<file path="src/rtl/seq_multiplier_8x8_if.sv">
// Handshake and operand/result bundle between a controller and the sequential multiplier.
interface seq_multiplier_8x8_if #(
    parameter int unsigned WIDTH = 8
);
    logic               start;
    logic [WIDTH-1:0]   a;
    logic [WIDTH-1:0]   b;
    logic               busy;
    logic               done;
    logic               write_en;
    logic [2*WIDTH-1:0] product;

    // Controller side: issues requests, observes status and result.
    modport master (
        output start, a, b,
        input  busy, done, write_en, product
    );

    // Multiplier side: accepts requests, reports status and result.
    modport slave (
        input  start, a, b,
        output busy, done, write_en, product
    );
endinterface

</file>
<file path="src/rtl/seq_multiplier_8x8.sv">
// Shift-and-add unsigned multiplier: WIDTH x WIDTH -> 2*WIDTH over WIDTH iterations,
// with a one-cycle done/write_en pulse feeding the downstream result register.
module seq_multiplier_8x8 #(
    parameter int unsigned WIDTH = 8
) (
    input logic                 clk,
    input logic                 reset,
    seq_multiplier_8x8_if.slave bus
);
    localparam int unsigned CW = (WIDTH > 1) ? $clog2(WIDTH) : 1;

    typedef enum logic [1:0] {
        IDLE,
        RUN,
        DONE
    } state_e;

    state_e             state_q, state_d;
    logic [2*WIDTH-1:0] mcand_q, mcand_d;
    logic [WIDTH-1:0]   mplier_q, mplier_d;
    logic [2*WIDTH-1:0] acc_q, acc_d;
    logic [CW-1:0]      count_q, count_d;
    logic [2*WIDTH-1:0] product_q, product_d;
    logic [2*WIDTH-1:0] acc_sum;
    logic               last_iter;

    assign last_iter = (count_q == CW'(WIDTH - 1));

    // State register with synchronous reset.
    always_ff @(posedge clk) begin
        if (reset) begin
            state_q <= IDLE;
        end else begin
            state_q <= state_d;
        end
    end

    // Next-state logic: IDLE -> RUN on start, RUN -> DONE after the last iteration, DONE -> IDLE.
    always_comb begin
        state_d = state_q;
        unique case (state_q)
            IDLE:    if (bus.start) state_d = RUN;
            RUN:     if (last_iter) state_d = DONE;
            DONE:    state_d = IDLE;
            default: state_d = IDLE;
        endcase
    end

    // Status outputs decoded directly from registered state.
    always_comb begin
        bus.busy     = (state_q == RUN);
        bus.done     = (state_q == DONE);
        bus.write_en = (state_q == DONE);
    end

    // Datapath registers with synchronous reset.
    always_ff @(posedge clk) begin
        if (reset) begin
            mcand_q   <= '0;
            mplier_q  <= '0;
            acc_q     <= '0;
            count_q   <= '0;
            product_q <= '0;
        end else begin
            mcand_q   <= mcand_d;
            mplier_q  <= mplier_d;
            acc_q     <= acc_d;
            count_q   <= count_d;
            product_q <= product_d;
        end
    end

    // Datapath next values: operand load in IDLE, one add-and-shift step per RUN cycle.
    always_comb begin
        mcand_d   = mcand_q;
        mplier_d  = mplier_q;
        acc_d     = acc_q;
        count_d   = count_q;
        product_d = product_q;
        acc_sum   = mplier_q[0] ? (acc_q + mcand_q) : acc_q;
        unique case (state_q)
            IDLE: begin
                if (bus.start) begin
                    mcand_d  = {{WIDTH{1'b0}}, bus.a};
                    mplier_d = bus.b;
                    acc_d    = '0;
                    count_d  = '0;
                end
            end
            RUN: begin
                acc_d    = acc_sum;
                mcand_d  = mcand_q << 1;
                mplier_d = mplier_q >> 1;
                count_d  = count_q + CW'(1);
                // The result register takes this iteration's sum, not the stale accumulator.
                if (last_iter) begin
                    product_d = acc_sum;
                end
            end
            default: ;
        endcase
    end

    assign bus.product = product_q;
endmodule

</file>
<file path="src/flat_wrapper.sv">
// flat-port wrapper written by rule: the top's interface ports become plain ports
module seq_multiplier_8x8_flat 
#(
    parameter int unsigned WIDTH = 8
)
  (clk, reset, bus_start, bus_a, bus_b, bus_busy, bus_done, bus_write_en, bus_product);
  seq_multiplier_8x8_if #(.WIDTH(WIDTH)) bus_i ();
  input logic clk;
  input logic reset;
  input wire logic [$bits(bus_i.start)-1:0] bus_start;
  input wire logic [$bits(bus_i.a)-1:0] bus_a;
  input wire logic [$bits(bus_i.b)-1:0] bus_b;
  output wire logic [$bits(bus_i.busy)-1:0] bus_busy;
  output wire logic [$bits(bus_i.done)-1:0] bus_done;
  output wire logic [$bits(bus_i.write_en)-1:0] bus_write_en;
  output wire logic [$bits(bus_i.product)-1:0] bus_product;
  assign bus_i.start = bus_start;
  assign bus_i.a = bus_a;
  assign bus_i.b = bus_b;
  assign bus_busy = bus_i.busy;
  assign bus_done = bus_i.done;
  assign bus_write_en = bus_i.write_en;
  assign bus_product = bus_i.product;
  seq_multiplier_8x8 #(.WIDTH(WIDTH)) u_core (.clk(clk), .reset(reset), .bus(bus_i));
endmodule
</file>
<file path="config.mk">
export PLATFORM = sky130hd
export DESIGN_NAME = seq_multiplier_8x8_flat
export DESIGN_NICKNAME = d
export VERILOG_FILES = /design/src/rtl/seq_multiplier_8x8_if.sv /design/src/rtl/seq_multiplier_8x8.sv /design/src/flat_wrapper.sv
export SDC_FILE = /design/constraint.sdc
export NUM_CORES = 1
export LEC_CHECK = 0
export BUFFER_PORTS_ARGS = -buffer_cell sky130_fd_sc_hd__clkbuf_2
export CAP_MARGIN = 5
export CORE_ASPECT_RATIO = 1.4
export CORE_MARGIN = 1
export CORE_UTILIZATION = 58
export CTS_CLUSTER_SIZE = 40
export DETAILED_ROUTE_END_ITERATION = 8
export PLACE_DENSITY = 0.79
export SLEW_MARGIN = 15
export SYNTH_ARGS = -nofsm -noshare
export SYNTH_HDL_FRONTEND = slang
export SYNTH_SLANG_ARGS = --single-unit
</file>
<file path="constraint.sdc">
create_clock -name clk -period 3.4 [get_ports clk]
set_clock_uncertainty 0.2 [all_clocks]
set_input_delay 0.68 -clock clk [delete_from_list [all_inputs] [get_ports clk]]
set_output_delay 0.68 -clock clk [all_outputs]
set_load 0.01 [all_outputs]
</file>
# After elaboration in Yosys (flattened, before gate mapping)

Index checks and enable logic that the tools add are counted.

Multiplexer cells: 12
Reductions and logical operators: 5
Eq/ne operators: 5
$add $sub $neg: 2

Operators by type and width:

| cell                                                  | number |
|---|---|
| case mux 16 bit (2 select lines)                      | 2 |
| 2-to-1 mux 16 bit                                     | 3 |
| adder 16 bit                                          | 1 |
| case mux 8 bit (2 select lines)                       | 1 |
| 2-to-1 mux 8 bit                                      | 1 |
| case mux 3 bit (2 select lines)                       | 1 |
| AND reduction 2 bit                                   | 3 |
| 2-to-1 mux 2 bit                                      | 2 |
| case mux 2 bit (2 select lines)                       | 1 |
| adder 3 x 1 -> 3 bit, second input constant           | 1 |
| == test 3 bit, second input constant                  | 1 |
| 2-to-1 mux 3 bit                                      | 1 |
| == test 2 x 1 -> 1 bit, second input constant         | 1 |
| == test 2 bit, second input constant                  | 1 |
| zero test 2 bit                                       | 1 |
| inequality test 2 x 1 -> 1 bit, second input constant | 1 |
| inequality test 2 bit, second input constant          | 1 |
| nonzero test 2 bit                                    | 1 |

Word-level logic and storage cells: 30
Output and inout bits: 19
Input bits: 19
Register bits after elaboration: 61

# Logic depth before layout (Yosys ltp)

Word-level depth: 3
Mapped depth: 9
Gate-level depth less buffers: 9

# Worst setup path before layout

Ideal clock, no wire load.

Path type: register to register
Start point: reg u_core.acc_q[0]
End point: reg u_core.acc_q[14]
Data arrival time: 2.056 ns
Setup time: 0.117 ns
Data required time: 3.083 ns
Buffers on the path: 0
Cell stages (with the launch flop): 10
Period minus slack after synthesis: 2.373 ns
Path slack: 1.027 ns
Cells stage by stage: dfxtp_1 > ha_1 > fa_1 > a21oi_1 > o211a_1 > nor2_1 > a31oi_2 > a21oi_1 > xor2_1 > a32o_1

Word-level cells in the longest chain between the ends: 3

RTL lines:

| item                             | line                     | source |
|---|---|---|
| start: declaration               | seq_multiplier_8x8.sv:21 | `logic [2*WIDTH-1:0] acc_q, acc_d;` |
| start signal: assignment         | seq_multiplier_8x8.sv:61 | `acc_q <= '0;` |
| start signal: assignment         | seq_multiplier_8x8.sv:67 | `acc_q <= acc_d;` |
| adder 16 bit                     | seq_multiplier_8x8.sv:80 | `acc_sum = mplier_q[0] ? (acc_q + mcand_q) : acc_q;` |
| 2-to-1 mux 16 bit                | seq_multiplier_8x8.sv:80 |  |
| case mux 16 bit (2 select lines) | seq_multiplier_8x8.sv:81 | `unique case (state_q)` |

Every way passes these cells.
A chain may end at the register's enable or synchronous reset.

# Worst setup path in the final report

Start point: reg u_core.state_q[0]
End point: out bus_busy

Word-level cells in the longest chain between the ends: 1

RTL lines:

| item                     | line                     | source |
|---|---|---|
| start: declaration       | seq_multiplier_8x8.sv:18 | `state_e state_q, state_d;` |
| start signal: assignment | seq_multiplier_8x8.sv:34 | `state_q <= state_d;` |
| == test 2 x 1 -> 1 bit   | seq_multiplier_8x8.sv:51 | `bus.busy = (state_q == RUN);` |
| end: declaration         | flat_wrapper.sv:13       | `output wire logic [$bits(bus_i.busy)-1:0] bus_busy;` |

Every way passes these cells.

==> qor_table.md <==
| Quantity | Reported | Unit |
|---|---|---|
| Fmax | 371 | MHz |
| Register cell area after layout | 0.00122 | mm^2 |
| Die width | 64.9 | um |
| Total overflow reported by the global router | 0 | - |
| Drt wl/cell | 15.7 | um |
| Cell Area, Synth | 0.00321 | mm^2 |
| Share of total power consumed by net switching | 0.251 | - |
| Antenna violations before repair | 0 | - |
| Largest net degree at the start of global routing | 31 | - |
| Path category of the worst min-delay check | reg2reg | - |
| Portion of the clock cycle consumed by the worst path in the final layout | 0.792 | - |
| Quantity of I/O buffers inserted on ports | 37 | - |
| Floorplan die area | 0.00585 | mm^2 |
| Drc violations | 0 | - |
| Total count of max-transition violations in the final report | 0 | - |
| Post-layout worst setup margin | 706 | ps |
| Final setup violation count | 0 | - |
| Detailed placer's ending HPWL | 5300 | um |
| Sequential fraction of design power | 0.497 | - |
| WS Path Type | reg2out | - |
| Synthesis-stage register bit count | 61 | - |
| Buffers from clock root to sink, at most | 2 | - |
| Via total after detailed routing | 2865 | - |
| Fraction of layout cells with a size suffix above 1 | 0.153 | - |
| Fraction of synthesized cell area taken by the top area cell type | 0.380 | - |
| Post-layout nets | 452 | - |
| Buffer count from post-CTS setup fixing | 0 | - |
| EDFF count, synth | 0 | - |
| P_int | 1.14 | mW |
| Power per cell area | 424 | mW/mm^2 |
| Switching power total | 0.382 | mW |
| Count of antenna-violating nets left after detailed routing | 0 | - |
| Number of gates resized after cts | 0 | - |
| Aggregate global-route resource usage | 0.283 | - |
| Placement Rows | 31 | - |
| Largest fanout of any net on the critical path | 30 | - |
| Clock transition time at the flip-flop clock pins of the worst setup and hold paths | 60 | ps |
| Multi-input gate area in the final layout | 0.00186 | mm^2 |
| Worst skew pair latency | 350 | ps |
| Routability congestion estimate | 0.914 | - |
| Area leader, netlist | dfxtp_1 | - |
| Setup TNS | 0 | ps |
| H-tree depth | 3 | - |
| Part of the total power dissipated in combinational logic | 0.098 | - |
| Fill cell instance count of the final layout | 465 | - |
| Cell types with the largest area share after synthesis | dfxtp_1 (38%), ha_1 (6.6%), nor2_1 (6.2%), nand2_1 (5.4%), a21oi_1 (4.0%) | - |
| CP Data Arrival Time | 1810 | ps |
| Critical path data required time | 2520 | ps |
| Minimum period implied by the final worst setup slack | 2690 | ps |
| Synthesized netlist net count | 424 | - |
| Number of antenna diodes | 0 | - |
| First-iteration detailed-routing DRC count | 201 | - |
| Mean number of vias per cell | 5.92 | - |
| Flip-flop cell with the highest count after synthesis | dfxtp_1 | - |
| Status | complete, no violations | - |
| Actual slew at the worst max-slew pin | 792 | ps |
| Area added between synthesis and finish | 11.9 | % |
| Inserted Clock Buffers | 9 | - |
| Pre-CTS setup slack | 874 | ps |
| Clk pwr share | 0.405 | - |
| Highest-count cells in the layout ignoring fill and taps | dfxtp_1 (61), nor2_1 (53), nand2_1 (46), clkbuf_2 (37), a21oi_1 (26) | - |
| Hold buffer count at CTS | 0 | - |
| Number of primary I/O pins | 38 | - |
| Worst R2R Path Depth | 9 | - |
| Async S/R FF share, synth | 0 | - |
| Master cell of the clock root buffer | clkbuf_8 | - |
| Leak Pwr | 1.46 | nW |
| Critical Path Source Type | flip-flop | - |
| Instance count of the mapped netlist | 387 | - |
| RSZ-0062 raised after global routing | no | - |
| Number of violations of the max-capacitance limit | 0 | - |
| Final hold violation count | 0 | - |
| Die height | 90.1 | um |
| Starting density of the core | 0.614 | - |
| TritonCTS clock tree | done | - |
| Placeable core region | 0.00524 | mm^2 |
| Relative slew margins | 0.468 | - |
| Post-synthesis area per instance | 8.31 | um^2 |
| DR pass1 iterations | 4 | - |
| Number of global-route vias before repair | 2705 | - |
| Type of element capturing the critical path | output pin | - |
| Cell count of the worst hold path | 2 | - |
| Max rail drop VDD | 0.235 | mV |
| Overall routed net length | 7590 | um |
| First-pass GRT wire length | 12600 | um |
| Number of sinks handled by clock tree synthesis | 61 | - |
| Yosys Warn Count | 0 | - |
| Synth cell types | 59 | - |
| Sequential element share of the synthesized area | 0.380 | - |
| Most common cell after layout, fill and taps aside | dfxtp_1 | - |
[path summary, 6_finish.rpt]
check / start / to / slack, ps
min reg2reg: u_core.bus.product[2]$_SDFFE_PP0P_ / u_core.bus.product[2]$_SDFFE_PP0P_ / 270
min: u_core.bus.product[2]$_SDFFE_PP0P_ / u_core.bus.product[2]$_SDFFE_PP0P_ / 270
max reg2reg: u_core.mcand_q[0]$_SDFFE_PP0P_ / u_core.acc_q[14]$_SDFFE_PP0P_ / 870
max: u_core.state_q[0]$_SDFFE_PP0P_ / bus_busy / 710
[per-stage QoR]
| step | power, mW | hold WS, ps | std cells | util | instance area, um^2 |
|---|---|---|---|---|---|
| after detailed placement | 0.920 | 266 | 470 | 0.652 | 3420 |
| after CTS | 1.53 | 274 | 484 | 0.687 | 3600 |
| final | 1.52 | 274 | 484 | 0.687 | 3600 |
| after global placement | 0.915 | 259 | 470 | 0.652 | 3420 |
| after floorplan | 0.877 | 244 | 387 | - | 3210 |
| after global routing | 1.58 | 296 | 484 | 0.687 | 3600 |
[worst max-delay path, stage by stage, from the launching register on]
cell and delay [ps]:
dfxtp_1 510, nand2b_1 100, buf_4 210, inv_2 420, clkbuf_2 230
[power by group through the flow]
stage	Combinational, mW	Sequential [mW]	Clock, mW
floorplan	0.115	0.762	0
global placement	0.145	0.770	0
detailed placement	0.148	0.772	0
CTS	0.149	0.756	0.620
global route	0.166	0.759	0.653
finish	0.149	0.757	0.618
[state kept, by name (all words and copies together) (netlist names)]
name and cells:
u_core.bus.product 16, u_core.state_q 2, u_core.mcand_q 16, u_core.mplier_q 8
u_core.acc_q 16, u_core.count_q 3
[synth_stat cells (6+ instances only)]
cell and number:
a211oi_1 7, a21oi_1 26, a22oi_1 15, a311oi_1 12
and2_1 6, buf_2 8, clkbuf_1 14, dfxtp_1 61
ha_1 17, mux2i_1 10, nand2_1 46, nand3_1 12
nor2_1 53, nor2b_1 6, o21ai_0 10, o21ai_1 9
xnor2_1 7
[area by class of cell]
class                      instances  share of cell area
clock buffer                      12              0.0404
clock inverter                     2             0.00974
inverter                           6             0.00626
multi-input combinational        294               0.517
sequential                        61               0.340
tap                               66              0.0230
timing repair buffer              43              0.0640
[per-layer routing]
layer | vias up | part of all wire | global-route usage
met5 | - | 0 | 0
met4 | 0 | 0.027 | 0.157
met3 | 16 | 0.046 | 0.0635
met2 | 75 | 0.51 | 0.464
met1 | 1325 | 0.42 | 0.332
li1 | 1449 | - | -
[cells by family (layout without fill, tap and decap cells)]
family	after synthesis	after routing	share of synthesized area
DFF	61	61	0.380
and+or+nand+nor	148	148	0.216
AOI/OAI and AO/OA	107	107	0.229
adders and majority gates	18	18	0.0724
muxes	10	10	0.0311
xor gates and xnor gates	11	11	0.0300
buffers and inverters	32	63	0.0417
Note: power is estimated with default switching activity, not from simulation.
